`src/rtl/solver_pkg.sv`:
```
// rtl/solver_pkg.sv - shared types and constants for the swap scheduler
// Contents: point_t (x,y pair), state_t (scheduler FSM states),
// window slot indices for the six-point check window.
package solver_pkg;

  localparam int PT_CW = 8;

  typedef struct packed {
    logic [PT_CW-1:0] x;
    logic [PT_CW-1:0] y;
  } point_t;

  typedef enum logic [2:0] {
    S_IDLE,
    S_ISSUE,
    S_WAIT,
    S_SWAP,
    S_NEXT,
    S_DONE
  } state_t;

  // Slot k of the window occupies bits [k*CW +: CW] of chk_xs/chk_ys.
  localparam int SLOT_IM1 = 0;
  localparam int SLOT_I   = 1;
  localparam int SLOT_IP1 = 2;
  localparam int SLOT_JM1 = 3;
  localparam int SLOT_J   = 4;
  localparam int SLOT_JP1 = 5;
  localparam int NSLOT    = 6;

endpackage

```
`src/rtl/swap_scheduler_if.sv`:
```
// rtl/swap_scheduler_if.sv - scheduler to swap-checker handshake
// Signals: chk_start (issue pulse), chk_xs/chk_ys (six-point window),
// chk_res (verdict), chk_complete (verdict strobe).
// master = scheduler side, slave = checker side.
interface swap_scheduler_if
  import solver_pkg::*;
#(
  parameter int CW = 8
) ();

  logic                  chk_start;
  logic [NSLOT*CW-1:0]   chk_xs;
  logic [NSLOT*CW-1:0]   chk_ys;
  logic                  chk_res;
  logic                  chk_complete;

  modport master (
    output chk_start,
    output chk_xs,
    output chk_ys,
    input  chk_res,
    input  chk_complete
  );

  modport slave (
    input  chk_start,
    input  chk_xs,
    input  chk_ys,
    output chk_res,
    output chk_complete
  );

endinterface

```
`src/rtl/pair_iter.sv`:
```
// rtl/pair_iter.sv - non-adjacent node pair (i,j) iterator
// Ports: clk, rst (async active-low), i_init (restart at 1,3),
// i_adv (step to next pair), o_i/o_j (current pair),
// o_i_nxt/o_j_nxt (pair after this edge), o_last (current pair ends the pass).
module pair_iter #(
  parameter  int N  = 8,
  localparam int IW = $clog2(N)
) (
  input  logic          clk,
  input  logic          rst,
  input  logic          i_init,
  input  logic          i_adv,
  output logic [IW-1:0] o_i,
  output logic [IW-1:0] o_j,
  output logic [IW-1:0] o_i_nxt,
  output logic [IW-1:0] o_j_nxt,
  output logic          o_last
);

  localparam logic [IW-1:0] I_LAST = IW'(N - 4);
  localparam logic [IW-1:0] J_LAST = IW'(N - 2);

  logic [IW-1:0] r_i, r_j;
  logic [IW-1:0] w_i_nxt, w_j_nxt;

  // j sweeps up to N-2 so that j+1 stays inside the path; then i steps
  // and j restarts two past it to keep the pair non-adjacent.
  always_comb begin
    w_i_nxt = r_i;
    w_j_nxt = r_j;
    if (i_init) begin
      w_i_nxt = IW'(1);
      w_j_nxt = IW'(3);
    end else if (i_adv) begin
      if (r_j < J_LAST) begin
        w_j_nxt = r_j + IW'(1);
      end else begin
        w_i_nxt = r_i + IW'(1);
        w_j_nxt = r_i + IW'(3);
      end
    end
  end

  always_ff @(posedge clk or negedge rst) begin
    if (!rst) begin
      r_i <= IW'(1);
      r_j <= IW'(3);
    end else begin
      r_i <= w_i_nxt;
      r_j <= w_j_nxt;
    end
  end

  assign o_i     = r_i;
  assign o_j     = r_j;
  assign o_i_nxt = w_i_nxt;
  assign o_j_nxt = w_j_nxt;
  assign o_last  = (r_i == I_LAST) && (r_j == J_LAST);

endmodule

```
`src/rtl/swap_scheduler.sv`:
```
// rtl/swap_scheduler.sv - swap-check initiator walking all non-adjacent pairs
// Ports: clk, rst (async active-low); i_ld_en/i_ld_idx/i_ld_x/i_ld_y point load;
// i_start run request; i_rd_idx/o_rd_x/o_rd_y combinational readback;
// o_busy, o_done, o_swap_count, o_err run status; chk = checker handshake.
module swap_scheduler
  import solver_pkg::*;
#(
  parameter  int N          = 8,
  parameter  int CW         = 8,
  parameter  int MAX_PASSES = 16,
  parameter  int TIMEOUT    = 255,
  localparam int IW         = $clog2(N)
) (
  input  logic            clk,
  input  logic            rst,
  input  logic            i_ld_en,
  input  logic [IW-1:0]   i_ld_idx,
  input  logic [CW-1:0]   i_ld_x,
  input  logic [CW-1:0]   i_ld_y,
  input  logic            i_start,
  input  logic [IW-1:0]   i_rd_idx,
  output logic [CW-1:0]   o_rd_x,
  output logic [CW-1:0]   o_rd_y,
  output logic            o_busy,
  output logic            o_done,
  output logic [15:0]     o_swap_count,
  output logic            o_err,
  swap_scheduler_if.master chk
);

  localparam int TW = $clog2(TIMEOUT + 1);
  localparam int PW = $clog2(MAX_PASSES + 1);
  localparam logic [TW-1:0] TMO_LAST = TW'(TIMEOUT - 1);
  localparam logic [PW-1:0] PASS_MAX = PW'(MAX_PASSES);

  typedef struct packed {
    logic [CW-1:0] x;
    logic [CW-1:0] y;
  } pt_t;

  state_t              r_state, w_state_nxt;
  pt_t                 r_pts [N];
  logic [TW-1:0]       r_tmo;
  logic [PW-1:0]       r_pass;
  logic                r_pass_swapped;
  logic [15:0]         r_swap_count;
  logic                r_err;
  logic [NSLOT*CW-1:0] r_xs, r_ys;

  logic                w_busy, w_ld_we, w_go, w_tmo, w_new_pass;
  logic                w_it_init, w_it_adv, w_it_last;
  logic [IW-1:0]       w_i, w_j, w_i_nxt, w_j_nxt;
  logic [IW-1:0]       w_slot_idx [NSLOT];
  pt_t                 w_win [NSLOT];

  assign w_busy  = (r_state != S_IDLE) && (r_state != S_DONE);
  assign w_ld_we = i_ld_en && !w_busy && (32'(i_ld_idx) < N);

  pair_iter #(.N(N)) u_iter (
    .clk     (clk),
    .rst     (rst),
    .i_init  (w_it_init),
    .i_adv   (w_it_adv),
    .o_i     (w_i),
    .o_j     (w_j),
    .o_i_nxt (w_i_nxt),
    .o_j_nxt (w_j_nxt),
    .o_last  (w_it_last)
  );

  always_ff @(posedge clk or negedge rst) begin
    if (!rst) r_state <= S_IDLE;
    else      r_state <= w_state_nxt;
  end

  always_comb begin
    w_state_nxt = r_state;
    w_go        = 1'b0;
    w_tmo       = 1'b0;
    w_new_pass  = 1'b0;
    w_it_init   = 1'b0;
    w_it_adv    = 1'b0;
    case (r_state)
      S_IDLE, S_DONE: begin
        w_state_nxt = S_IDLE;
        if (i_start) begin
          w_go        = 1'b1;
          w_it_init   = 1'b1;
          w_state_nxt = S_ISSUE;
        end
      end
      S_ISSUE: w_state_nxt = S_WAIT;
      S_WAIT: begin
        if (chk.chk_complete) begin
          w_state_nxt = chk.chk_res ? S_SWAP : S_NEXT;
        end else if (r_tmo == TMO_LAST) begin
          w_tmo       = 1'b1;
          w_state_nxt = S_NEXT;
        end
      end
      S_SWAP: w_state_nxt = S_NEXT;
      S_NEXT: begin
        if (!w_it_last) begin
          w_it_adv    = 1'b1;
          w_state_nxt = S_ISSUE;
        end else if (r_pass_swapped && (r_pass < PASS_MAX)) begin
          w_new_pass  = 1'b1;
          w_it_init   = 1'b1;
          w_state_nxt = S_ISSUE;
        end else begin
          w_it_init   = 1'b1;
          w_state_nxt = S_DONE;
        end
      end
      default: w_state_nxt = S_IDLE;
    endcase
  end

  // Window is captured on the edge entering ISSUE from the pair that will be
  // current then; a load landing on the same edge is forwarded so that a
  // start issued together with the last load sees the new point.
  always_comb begin
    w_slot_idx[SLOT_IM1] = w_i_nxt - IW'(1);
    w_slot_idx[SLOT_I]   = w_i_nxt;
    w_slot_idx[SLOT_IP1] = w_i_nxt + IW'(1);
    w_slot_idx[SLOT_JM1] = w_j_nxt - IW'(1);
    w_slot_idx[SLOT_J]   = w_j_nxt;
    w_slot_idx[SLOT_JP1] = w_j_nxt + IW'(1);
    for (int k = 0; k < NSLOT; k++) begin
      w_win[k] = r_pts[w_slot_idx[k]];
      if (w_ld_we && (i_ld_idx == w_slot_idx[k])) w_win[k] = {i_ld_x, i_ld_y};
    end
  end

  always_ff @(posedge clk or negedge rst) begin
    if (!rst) begin
      for (int k = 0; k < N; k++) r_pts[k] <= '0;
    end else if (w_ld_we) begin
      r_pts[i_ld_idx] <= {i_ld_x, i_ld_y};
    end else if (r_state == S_SWAP) begin
      r_pts[w_i] <= r_pts[w_j];
      r_pts[w_j] <= r_pts[w_i];
    end
  end

  always_ff @(posedge clk or negedge rst) begin
    if (!rst) begin
      r_tmo          <= '0;
      r_pass         <= '0;
      r_pass_swapped <= 1'b0;
      r_swap_count   <= '0;
      r_err          <= 1'b0;
      r_xs           <= '0;
      r_ys           <= '0;
    end else begin
      if (r_state == S_ISSUE)     r_tmo <= '0;
      else if (r_state == S_WAIT) r_tmo <= r_tmo + TW'(1);

      if (w_go) begin
        r_pass         <= PW'(1);
        r_pass_swapped <= 1'b0;
        r_swap_count   <= '0;
        r_err          <= 1'b0;
      end else begin
        if (w_new_pass) begin
          r_pass         <= r_pass + PW'(1);
          r_pass_swapped <= 1'b0;
        end
        if (r_state == S_SWAP) begin
          r_pass_swapped <= 1'b1;
          if (r_swap_count != 16'hFFFF) r_swap_count <= r_swap_count + 16'd1;
        end
        if (w_tmo) r_err <= 1'b1;
      end

      if (w_state_nxt == S_ISSUE) begin
        for (int k = 0; k < NSLOT; k++) begin
          r_xs[k*CW +: CW] <= w_win[k].x;
          r_ys[k*CW +: CW] <= w_win[k].y;
        end
      end
    end
  end

  always_comb begin
    o_rd_x = '0;
    o_rd_y = '0;
    if (32'(i_rd_idx) < N) begin
      o_rd_x = r_pts[i_rd_idx].x;
      o_rd_y = r_pts[i_rd_idx].y;
    end
  end

  assign o_busy        = w_busy;
  assign o_done        = (r_state == S_DONE);
  assign o_swap_count  = r_swap_count;
  assign o_err         = r_err;
  assign chk.chk_start = (r_state == S_ISSUE);
  assign chk.chk_xs    = r_xs;
  assign chk.chk_ys    = r_ys;

endmodule

```
`src/flat_wrapper.sv`:
```
// flat-port wrapper written by rule: the top's interface ports become plain ports
module swap_scheduler_flat import solver_pkg::*;
#(
  parameter  int N          = 8,
  parameter  int CW         = 8,
  parameter  int MAX_PASSES = 16,
  parameter  int TIMEOUT    = 255,
  localparam int IW         = $clog2(N)
)
  (clk, rst, i_ld_en, i_ld_idx, i_ld_x, i_ld_y, i_start, i_rd_idx, o_rd_x, o_rd_y, o_busy, o_done, o_swap_count, o_err, chk_chk_start, chk_chk_xs, chk_chk_ys, chk_chk_res, chk_chk_complete);
  swap_scheduler_if #(.CW(CW)) chk_i ();
  input  logic clk;
  input  logic rst;
  input  logic i_ld_en;
  input  logic [IW-1:0] i_ld_idx;
  input  logic [CW-1:0] i_ld_x;
  input  logic [CW-1:0] i_ld_y;
  input  logic i_start;
  input  logic [IW-1:0] i_rd_idx;
  output logic [CW-1:0] o_rd_x;
  output logic [CW-1:0] o_rd_y;
  output logic o_busy;
  output logic o_done;
  output logic [15:0] o_swap_count;
  output logic o_err;
  output wire logic [$bits(chk_i.chk_start)-1:0] chk_chk_start;
  output wire logic [$bits(chk_i.chk_xs)-1:0] chk_chk_xs;
  output wire logic [$bits(chk_i.chk_ys)-1:0] chk_chk_ys;
  input wire logic [$bits(chk_i.chk_res)-1:0] chk_chk_res;
  input wire logic [$bits(chk_i.chk_complete)-1:0] chk_chk_complete;
  assign chk_chk_start = chk_i.chk_start;
  assign chk_chk_xs = chk_i.chk_xs;
  assign chk_chk_ys = chk_i.chk_ys;
  assign chk_i.chk_res = chk_chk_res;
  assign chk_i.chk_complete = chk_chk_complete;
  swap_scheduler #(.N(N), .CW(CW), .MAX_PASSES(MAX_PASSES), .TIMEOUT(TIMEOUT)) u_core (.clk(clk), .rst(rst), .i_ld_en(i_ld_en), .i_ld_idx(i_ld_idx), .i_ld_x(i_ld_x), .i_ld_y(i_ld_y), .i_start(i_start), .i_rd_idx(i_rd_idx), .o_rd_x(o_rd_x), .o_rd_y(o_rd_y), .o_busy(o_busy), .o_done(o_done), .o_swap_count(o_swap_count), .o_err(o_err), .chk(chk_i));
endmodule
```
`config.mk`:
```
export PLATFORM = sky130hd
export DESIGN_NAME = swap_scheduler_flat
export DESIGN_NICKNAME = d
export VERILOG_FILES = /design/src/rtl/solver_pkg.sv /design/src/rtl/swap_scheduler_if.sv /design/src/rtl/pair_iter.sv /design/src/rtl/swap_scheduler.sv /design/src/flat_wrapper.sv
export SDC_FILE = /design/constraint.sdc
export NUM_CORES = 1
export LEC_CHECK = 0
export BUFFER_PORTS_ARGS = -buffer_cell sky130_fd_sc_hd__buf_2
export CAP_MARGIN = 25
export CORE_ASPECT_RATIO = 0.7
export CORE_MARGIN = 10
export CORE_UTILIZATION = 45
export DETAILED_ROUTE_END_ITERATION = 7
export HOLD_SLACK_MARGIN = 0.05
export PLACE_DENSITY = 0.69
export SYNTH_ARGS = -nofsm -noshare
export SYNTH_HDL_FRONTEND = slang
export SYNTH_HIERARCHICAL = 1
export SYNTH_SLANG_ARGS = --single-unit
```
`constraint.sdc`:
```
create_clock -name clk -period 5.4 [get_ports clk]
set_clock_uncertainty 0.05 [all_clocks]
set_input_delay 0.54 -clock clk [delete_from_list [all_inputs] [get_ports clk]]
set_output_delay 0.54 -clock clk [all_outputs]
set_load 0.02 [all_outputs]
```
==> results of run 1 <==
==> report_power, final <==
group / total [mW] / internal, mW / switching (mW)
Clock: 2.19 / 1.23 / 0.967
Sequential: 4.34 / 2.77 / 1.58
Combinational: 10.5 / 4.48 / 5.98
==> cell usage after synthesis (4+ instances only) <==
master / number
sky130_fd_sc_hd__a211o_1: 8
sky130_fd_sc_hd__mux2_2: 153
sky130_fd_sc_hd__a211oi_1: 7
sky130_fd_sc_hd__o22ai_1: 19
sky130_fd_sc_hd__nand2_1: 301
sky130_fd_sc_hd__a22o_1: 41
sky130_fd_sc_hd__nor2b_1: 13
sky130_fd_sc_hd__nor3_1: 11
sky130_fd_sc_hd__and4_1: 5
sky130_fd_sc_hd__o21a_1: 20
sky130_fd_sc_hd__a31oi_1: 45
sky130_fd_sc_hd__nand2b_1: 13
sky130_fd_sc_hd__buf_2: 60
sky130_fd_sc_hd__inv_1: 18
sky130_fd_sc_hd__nand3b_1: 15
sky130_fd_sc_hd__buf_4: 7
sky130_fd_sc_hd__o21ai_0: 251
sky130_fd_sc_hd__buf_6: 9
sky130_fd_sc_hd__xor2_1: 26
sky130_fd_sc_hd__nand3_1: 47
sky130_fd_sc_hd__mux2i_1: 131
sky130_fd_sc_hd__nor2_1: 107
sky130_fd_sc_hd__clkbuf_1: 103
sky130_fd_sc_hd__and2_1: 4
sky130_fd_sc_hd__buf_1: 22
sky130_fd_sc_hd__xnor2_1: 6
sky130_fd_sc_hd__o31ai_1: 4
sky130_fd_sc_hd__nand4_1: 8
sky130_fd_sc_hd__o22a_1: 10
sky130_fd_sc_hd__o221ai_1: 42
sky130_fd_sc_hd__o21ai_1: 55
sky130_fd_sc_hd__o211ai_1: 13
sky130_fd_sc_hd__a221oi_1: 37
sky130_fd_sc_hd__a221o_1: 14
sky130_fd_sc_hd__and3_1: 9
sky130_fd_sc_hd__dfrtp_1: 261
sky130_fd_sc_hd__a22oi_1: 15
sky130_fd_sc_hd__a21oi_1: 96
sky130_fd_sc_hd__ha_1: 13
sky130_fd_sc_hd__mux4_2: 165
==> area by class of cell <==
class | instances | area, µm² | share of cell area (%)
Multi-Input combinational cell | 1766 | 14410 | 58.98
Sequential cell | 264 | 6610 | 27.06
Timing Repair Buffer | 242 | 1469 | 6.014
Clock buffer | 37 | 848.3 | 3.473
Tap cell | 655 | 819.5 | 3.355
Clock inverter | 20 | 193.9 | 0.7940
Inverter | 21 | 78.83 | 0.3227
==> through the flow <==
| stage | setup slack (ns) | instance area (µm²) | util [%] | std cells |
|---|---|---|---|---|
| floorplan | 0.5982 | 21960 | - | 2252 |
| global placement | 0.9325 | 23300 | 48.51 | 2939 |
| detailed placement | 0.7807 | 23310 | 48.52 | 2940 |
| CTS | 0.7756 | 24360 | 50.71 | 2998 |
| global route | 0.3679 | 24420 | 50.85 | 3005 |
| finish | 0.6795 | 24420 | 50.85 | 3005 |
==> cell usage in the layout, fill, tap and decap left out, types with 10 or more instances in the layout <==
master                      netlist  final
sky130_fd_sc_hd__nand2_1        301    301
sky130_fd_sc_hd__clkbuf_16        0     31
sky130_fd_sc_hd__a21oi_1         96     96
sky130_fd_sc_hd__o22ai_1         19     19
sky130_fd_sc_hd__buf_4            7     75
sky130_fd_sc_hd__nand2b_1        13     11
sky130_fd_sc_hd__o211ai_1        13     13
sky130_fd_sc_hd__mux2_2         153    153
sky130_fd_sc_hd__a22oi_1         15     15
sky130_fd_sc_hd__xor2_1          26     26
sky130_fd_sc_hd__inv_1           18     18
sky130_fd_sc_hd__nand3b_1        15     15
sky130_fd_sc_hd__nor2b_1         13     13
sky130_fd_sc_hd__o21ai_1         55     54
sky130_fd_sc_hd__a31oi_1         45     45
sky130_fd_sc_hd__dfrtp_1        261    261
sky130_fd_sc_hd__o22a_1          10     10
sky130_fd_sc_hd__a22o_1          41     41
sky130_fd_sc_hd__mux4_2         165    165
sky130_fd_sc_hd__buf_2           60    159
sky130_fd_sc_hd__a221o_1         14     14
sky130_fd_sc_hd__nor2_1         107    106
sky130_fd_sc_hd__o21a_1          20     20
sky130_fd_sc_hd__o221ai_1        42     42
sky130_fd_sc_hd__ha_1            13     13
sky130_fd_sc_hd__o21ai_0        251    250
sky130_fd_sc_hd__nand3_1         47     47
sky130_fd_sc_hd__a221oi_1        37     37
sky130_fd_sc_hd__mux2i_1        131    131
==> cell families after synthesis <==
logic type / synth area share [%]
buffers and inverters: 4.564
adder cells (fa/ha/maj): 0.7408
XOR/XNOR: 1.852
AND/OR/NAND/NOR: 11.60
AO/OA/AOI/OAI: 20.40
flip-flops: 30.10
multiplexers: 30.74
==> worst min path at each step <==
stage | start | end | slack, ns | depth (start not counted)
2_1_floorplan | rst | u_core/chk.chk_xs[0] | 0.19 | 0
3_3_place_gp | u_core/chk.chk_xs[33] | u_core/chk.chk_xs[33] | 0.41 | 2
3_5_place_dp | u_core/chk.chk_ys[9] | u_core/chk.chk_ys[9] | 0.42 | 2
4_1_cts | chk_chk_res | u_core/r_state[0] | 0.14 | 2
5_1_grt | chk_chk_res | u_core/r_state[0] | 0.16 | 2
6_report | chk_chk_res | u_core/r_state[0] | 0.15 | 2
==> sequential cells by signal, indices dropped and copies added (netlist names) <==
register               flops
u_core/chk.chk_xs         48
u_core/chk.chk_ys         48
u_core/o_err               1
u_core/o_swap_count       16
u_core/r_pass              5
u_core/r_pass_swapped      1
u_core/r_pts             128
u_core/r_state             3
u_core/r_tmo               8
u_core/u_iter/o_i          3
u_core/u_iter/o_j          3
==> routing by layer <==
layer / global-route usage [%] / part of all wire, % / vias up
met5: 1.248 / 0.12 / -
met1: 43.41 / 40 / 10704
li1: - / - / 8814
met2: 46.75 / 43 / 1669
met3: 9.940 / 13 / 287
met4: 9.410 / 3.7 / 4
==> critical path, delay by kind of cell (launching register included) <==
| family | cells | cell delay, ns |
|---|---|---|
| AND/OR/NAND/NOR | 6 | 2.09 |
| flip-flops | 1 | 0.53 |
| AO/OA/AOI/OAI | 1 | 0.09 |
| multiplexers | 1 | 0.22 |
| adder cells (fa/ha/maj) | 1 | 0.19 |
| XOR/XNOR | 2 | 0.49 |
| buffers and inverters | 3 | 0.89 |
==> repair_timing <==
item / in CTS / in global routing
hold buffers: 1 / 0
endpoints found under the hold margin: 88 / 0
resized for setup: 0 / 0
==> impl_metrics.sql, run 1 <==
INSERT INTO impl_metrics (metric_group, metric, value, unit) VALUES
('synthesis', 'syn-cell-area', '21960', 'µm²'),
('worst_setup_path', 'path_cells', 'inv_1 > ha_1 > and4_1 > nor4b_1 > nand3_1 > xnor2_1 > nand2b_4 > buf_4 > xor2_1 > nand2_2 > nor2_4 > buf_4 > mux2i_1 > o21ai_1', ''),
('synthesis', 'synth-seq-area-share', '30.10', '%'),
('synthesis', 'synth_enable_flop_cells', '0', ''),
('cts', 'cts.repair_timing.setup_buffer_count', '0', ''),
('cts', 'cts-buffers-inserted', '31', ''),
('global_routing', 'first_global_vias', '20448', ''),
('pwr', 'static-leakage-power', '10.10', 'nW'),
('pwr', 'power.density', '696.1', 'nW/µm²'),
('cts', 'clock_tree_from_tritoncts', 'built', ''),
('worst_setup_path', 'worstSetupPathType', 'flop to flop', ''),
('cts', 'path_clk_slew', '0.07', 'ns'),
('drt', 'final_antenna_net_count', '0', ''),
('synthesis', 'ys_seq_elements', '264', ''),
('pwr', 'peakVddDrop', '0.3174', 'mV'),
('cts', 'clock_tree.htree_level_count', '1', ''),
('worst_setup_path', 'regToRegSetupSlack', '0.68', 'ns'),
('sta', 'tightest_slew', '1.104', 'ns'),
('worst_setup_path', 'critical_path_required', '5.81', 'ns'),
('global_routing', 'overflow', '0', ''),
('synthesis', 'synthesis_warnings', '6', ''),
('synthesis', 'syn-mean-instance-area', '9.751', 'µm²'),
('worst_setup_path', 'critical_path.reg2reg.endpoint', 'u_core/chk.chk_xs[1]', ''),
('worst_setup_path', 'crit_path_start_kind', 'flop', ''),
('die', 'core_area', '48030', 'µm²'),
('die', 'floorplan.die_area', '58170', 'µm²'),
('sta', 'setup_violations', '0', ''),
('job', 'max-cap-violations', '0', ''),
('worst_setup_path', 'cp_slowest_stage_delay', '0.84', 'ns'),
('synthesis', 'post_synth_inst_count', '2252', ''),
('global_routing', 'grt_max_degree', '119', ''),
('cts', 'root_buffer', 'sky130_fd_sc_hd__clkbuf_16', ''),
('worst_setup_path', 'cp-startpoint', 'u_core/u_iter/o_j[0]', ''),
('worst_setup_path', 'worst_setup_path_endpoint', 'u_core/chk.chk_xs[1]', ''),
('sta', 'grt_setup_unrepaired', 'false', ''),
('drt', 'number_of_iterations_in_the_first_detailed_routing_pass', '7', ''),
('worst_setup_path', 'cp.arrival', '5.13', 'ns'),
('drt', 'drt-initial-drc-count', '3339', ''),
('drt', 'dr_total_vias', '21478', ''),
('worst_setup_path', 'timing.critical_path.mode_cell', 'sky130_fd_sc_hd__buf_4', ''),
('die', 'pin_count', '160', ''),
('placed_design', 'globalplace.congestion', '1.000', ''),
('synthesis', 'yosys.area.top_type_share', '29.74', '%'),
('run_status', 'outcome', 'finished clean', ''),
('die', 'die_width', '284.0', 'µm'),
('sta', 'finalHoldWorstSlack', '0.1542', 'ns'),
('sta', 'report.final.slew_viol_count', '0', ''),
('finish', 'antennaDiodeCount', '0', ''),
('finish', 'fillCellCount', '4399', ''),
('die', 'fp.dieH', '204.8', 'µm'),
('worst_setup_path', 'rr_worst_depth', '14', ''),
('finish', 'post_route_cells_drive_above_1_share', '27.96', '%'),
('sta', 'final_min_period_over_clock_period', '87.42', '%'),
('worst_setup_path', 'worstReg2RegStart', 'u_core/u_iter/o_j[0]', ''),
('sta', 'totalNegativeSetupSlack', '0', 'ns'),
('synthesis', 'yosys-top-cells-area', 'sky130_fd_sc_hd__dfrtp_1, sky130_fd_sc_hd__mux4_2, sky130_fd_sc_hd__mux2_2, sky130_fd_sc_hd__mux2i_1, sky130_fd_sc_hd__o21ai_0', ''),
('global_routing', 'global_route.usage.total', '31.51', '%'),
('cts', 'tritoncts_num_sinks', '264', ''),
('pwr', 'design_power_total', '17.00', 'mW'),
('drt', 'mean_routed_wirelength_per_cell', '31.75', 'µm'),
('sta', 'finalHoldViolations', '0', ''),
('drt', 'route.detailed.vias_per_inst', '7.147', ''),
('die', 'initial_utilization', '45.71', '%'),
('synthesis', 'synth_net_count', '2293', ''),
('cts', 'clk-insertion-delay-late', '0.61', 'ns'),
('worst_setup_path', 'critical_path.endpoint_type', 'flop', ''),
('drt', 'drt-total-wl', '95420', 'µm'),
('finish', 'final_net_count', '2367', ''),
('synthesis', 'ys_types', '82', ''),
('placed_design', 'port_buffers', '159', ''),
('sta', 'timing.fmax', '211.8', 'MHz');
(Power assumes the default switching activity.)
==> run 2: changes to the inputs <==
--- a/config.mk
+++ b/config.mk
@@ -5,7 +5,7 @@
 export SDC_FILE = /design/constraint.sdc
 export NUM_CORES = 1
 export LEC_CHECK = 0
-export BUFFER_PORTS_ARGS = -buffer_cell sky130_fd_sc_hd__buf_2
+export BUFFER_PORTS_ARGS = -buffer_cell sky130_fd_sc_hd__buf_4
 export CAP_MARGIN = 25
 export CORE_ASPECT_RATIO = 0.7
 export CORE_MARGIN = 10
@@ -13,6 +13,7 @@
 export DETAILED_ROUTE_END_ITERATION = 7
 export HOLD_SLACK_MARGIN = 0.05
 export PLACE_DENSITY = 0.69
+export RECOVER_POWER = 50
 export SYNTH_ARGS = -nofsm -noshare
 export SYNTH_HDL_FRONTEND = slang
 export SYNTH_HIERARCHICAL = 1
==> impl_metrics.sql, run 2 (synthesis results as in run 1) <==
INSERT INTO impl_metrics (metric_group, metric, value, unit) VALUES
('drt', 'route.detailed.vias_per_inst', '7.273', ''),
('finish', 'post-route-util', '50.96', '%'),
('sta', 'finalHoldWorstSlack', '0.1649', 'ns'),
('finish', 'largest-register', 'u_core/r_pts', ''),
('die', 'die_width', '284.0', 'µm'),
('die', 'core_area', '48030', 'µm²'),
('sta', 'grt_setup_unrepaired', 'false', ''),
('cts', 'ctsResizeCount', '0', ''),
('pwr', 'peakVddDrop', '0.3374', 'mV'),
('finish', 'post_layout_nonfiller_instances', '3016', ''),
('placed_design', 'port_buffers', '159', ''),
('worst_setup_path', 'worstSetupPathType', 'flop to flop', ''),
('pwr', 'design_power_total', '17.09', 'mW'),
('sta', 'totalNegativeSetupSlack', '0', 'ns'),
('cts', 'clock_tree.htree_level_count', '1', ''),
('finish', 'post_route_cells_drive_above_1_share', '23.42', '%'),
('drt', 'final_antenna_net_count', '0', ''),
('sta', 'report.final.slew_viol_count', '217', ''),
('sta', 'finalWorstSetupSlack', '0.8329', 'ns'),
('global_routing', 'overflow', '0', ''),
('placed_design', 'post_dp_cell_area', '23870', 'µm²'),
('finish', 'largest_register_ff_count', '128', ''),
('drt', 'drc_errors', '0', ''),
('cts', 'tritoncts_num_sinks', '264', ''),
('sta', 'finalHoldViolations', '0', ''),
('finish', 'leading_cell_type_in_the_layout_fill_and_taps_excluded', 'sky130_fd_sc_hd__nand2_1', ''),
('placed_design', 'pre_cts_slack', '0.8129', 'ns'),
('cts', 'cts-buffers-inserted', '30', ''),
('min_path', 'worstHoldStart', 'chk_chk_res', ''),
('global_routing', 'grt_pass1_wl', '143500', 'µm'),
('finish', 'final_cell_area', '24480', 'µm²'),
('drt', 'number_of_iterations_in_the_first_detailed_routing_pass', '8', ''),
('cts', 'cts.repair_timing.setup_buffer_count', '0', ''),
('worst_setup_path', 'worstReg2RegStart', 'u_core/u_iter/o_j[1]', ''),
('die', 'fp.dieH', '204.8', 'µm'),
('drt', 'drt-total-wl', '98890', 'µm'),
('pwr', 'power.density', '698.1', 'nW/µm²'),
('global_routing', 'global_route.usage.total', '32.52', '%'),
('finish', 'flow.area_growth_from_synthesis', '11.48', '%'),
('cts', 'postCtsHoldBufs', '1', ''),
('job', 'max-cap-violations', '2', ''),
('finish', 'antennaDiodeCount', '0', ''),
('drt', 'mean_routed_wirelength_per_cell', '32.79', 'µm'),
('cts', 'path_clk_slew', '0.06', 'ns'),
('cts', 'clock_tree_from_tritoncts', 'built', ''),
('finish', 'mostFrequentLayoutCells', 'sky130_fd_sc_hd__nand2_1, sky130_fd_sc_hd__dfrtp_1, sky130_fd_sc_hd__o21ai_0, sky130_fd_sc_hd__mux4_2, sky130_fd_sc_hd__mux2_2', ''),
('die', 'floorplan.die_area', '58170', 'µm²'),
('global_routing', 'first_global_vias', '21162', ''),
('die', 'rows', '67', ''),
('placed_design', 'globalplace.congestion', '1.104', ''),
('drt', 'drt-initial-drc-count', '3181', ''),
('die', 'pin_count', '160', ''),
('sta', 'setup_violations', '0', ''),
('min_path', 'type_of_the_worst_min_delay_path', 'input pin to flop', ''),
('run_status', 'outcome', 'finished, violations left', ''),
('global_routing', 'grt_antenna_before_repair', '2', ''),
('cts', 'cts_max_path_buffers', '3', ''),
('sta', 'final_min_period_over_clock_period', '84.58', '%'),
('finish', 'final_net_count', '2380', ''),
('worst_setup_path', 'crit_path_start_kind', 'flop', ''),
('global_routing', 'grt_max_degree', '139', ''),
('cts', 'root_buffer', 'sky130_fd_sc_hd__clkbuf_16', ''),
('sta', 'max_slew_margin', '-91.49', '%'),
('die', 'initial_utilization', '45.71', '%'),
('run_status', 'failed_checks', 'max-capacitance violations, max-slew violations', ''),
('worst_setup_path', 'critical_path_required', '5.82', 'ns'),
('cts', 'clk-insertion-delay-late', '0.60', 'ns'),
('worst_setup_path', 'cp.arrival', '4.98', 'ns'),
('worst_setup_path', 'cp-startpoint', 'u_core/u_iter/o_j[1]', ''),
('sta', 'tightest_slew', '2.872', 'ns'),
('drt', 'dr_total_vias', '21934', ''),
('sta', 'timing.fmax', '219.0', 'MHz'),
('sta', 'shortest_period_the_worst_path_allows', '4.567', 'ns'),
('pwr', 'static-leakage-power', '9.805', 'nW'),
('worst_setup_path', 'worst-path-max-fanout', '50', ''),
('placed_design', 'post-dp-hpwl', '69830', 'µm'),
('placed_design', 'dp.cells', '2958', ''),
('worst_setup_path', 'critical_path.endpoint_type', 'flop', '');
## run 2: changes by cell type in the layout (fill, tap and decap cells not counted), moves of 3 or more
cell | before | now
sky130_fd_sc_hd__buf_4 | 75 | 132
sky130_fd_sc_hd__clkinvlp_4 | 4 | 0
sky130_fd_sc_hd__clkinv_4 | 5 | 0
sky130_fd_sc_hd__clkbuf_1 | 1 | 117
sky130_fd_sc_hd__buf_2 | 159 | 1
sky130_fd_sc_hd__clkinv_2 | 5 | 8
## run 2: area by class of cell
type | count | area, µm²
multi-input cells | 1766 | 14390
repair buffers | 256 | 1551
well taps | 655 | 819.5
flip-flops and latches | 264 | 6610
inverters | 21 | 78.83
clock buffers | 40 | 869.6
fillers | 4418 | 23560
clock inverters | 14 | 158.9
## run 2: worst paths after layout
kind / slack, ns / to / depth (start not counted)
setup / recovery: 0.83 / u_core/chk.chk_ys[46] / 13
hold / removal: 0.16 / u_core/r_state[0] / 2
setup reg to reg: 0.83 / u_core/chk.chk_ys[46] / 13
hold reg to reg: 0.43 / u_core/chk.chk_xs[43] / 2
max in group asynchronous: 1.02 / u_core/chk.chk_xs[12] / 3
min in group asynchronous: 1.26 / u_core/r_pts[33] / 2
## run 2: report_power, final
group | total, mW | switching [mW] | internal (mW)
Combinational | 10.5 | 6.04 | 4.47
Sequential | 4.37 | 1.60 | 2.77
Clock | 2.21 | 0.935 | 1.27
Total | 17.1 | 8.58 | 8.51
## run 2: worst max-delay path, stage by stage, from the launching register on
cell and delay [ns]:
sky130_fd_sc_hd__dfstp_2 0.75, sky130_fd_sc_hd__ha_1 0.22, sky130_fd_sc_hd__and4_1 0.25, sky130_fd_sc_hd__a211oi_1 0.09, sky130_fd_sc_hd__a211oi_1 0.24, sky130_fd_sc_hd__buf_4 0.20, sky130_fd_sc_hd__a21oi_1 0.08, sky130_fd_sc_hd__o21ai_4 0.14
sky130_fd_sc_hd__buf_4 0.43, sky130_fd_sc_hd__buf_4 0.60, sky130_fd_sc_hd__mux2_2 0.42, sky130_fd_sc_hd__mux4_2 0.48, sky130_fd_sc_hd__mux2i_1 0.33, sky130_fd_sc_hd__o21ai_1 0.09
## run 2: metal layers
layer	global-route usage (%)	wire length, µm
met4	10.90	4098
met3	11.81	14130
met5	0	7
met1	42.70	38110
met2	49.21	42540
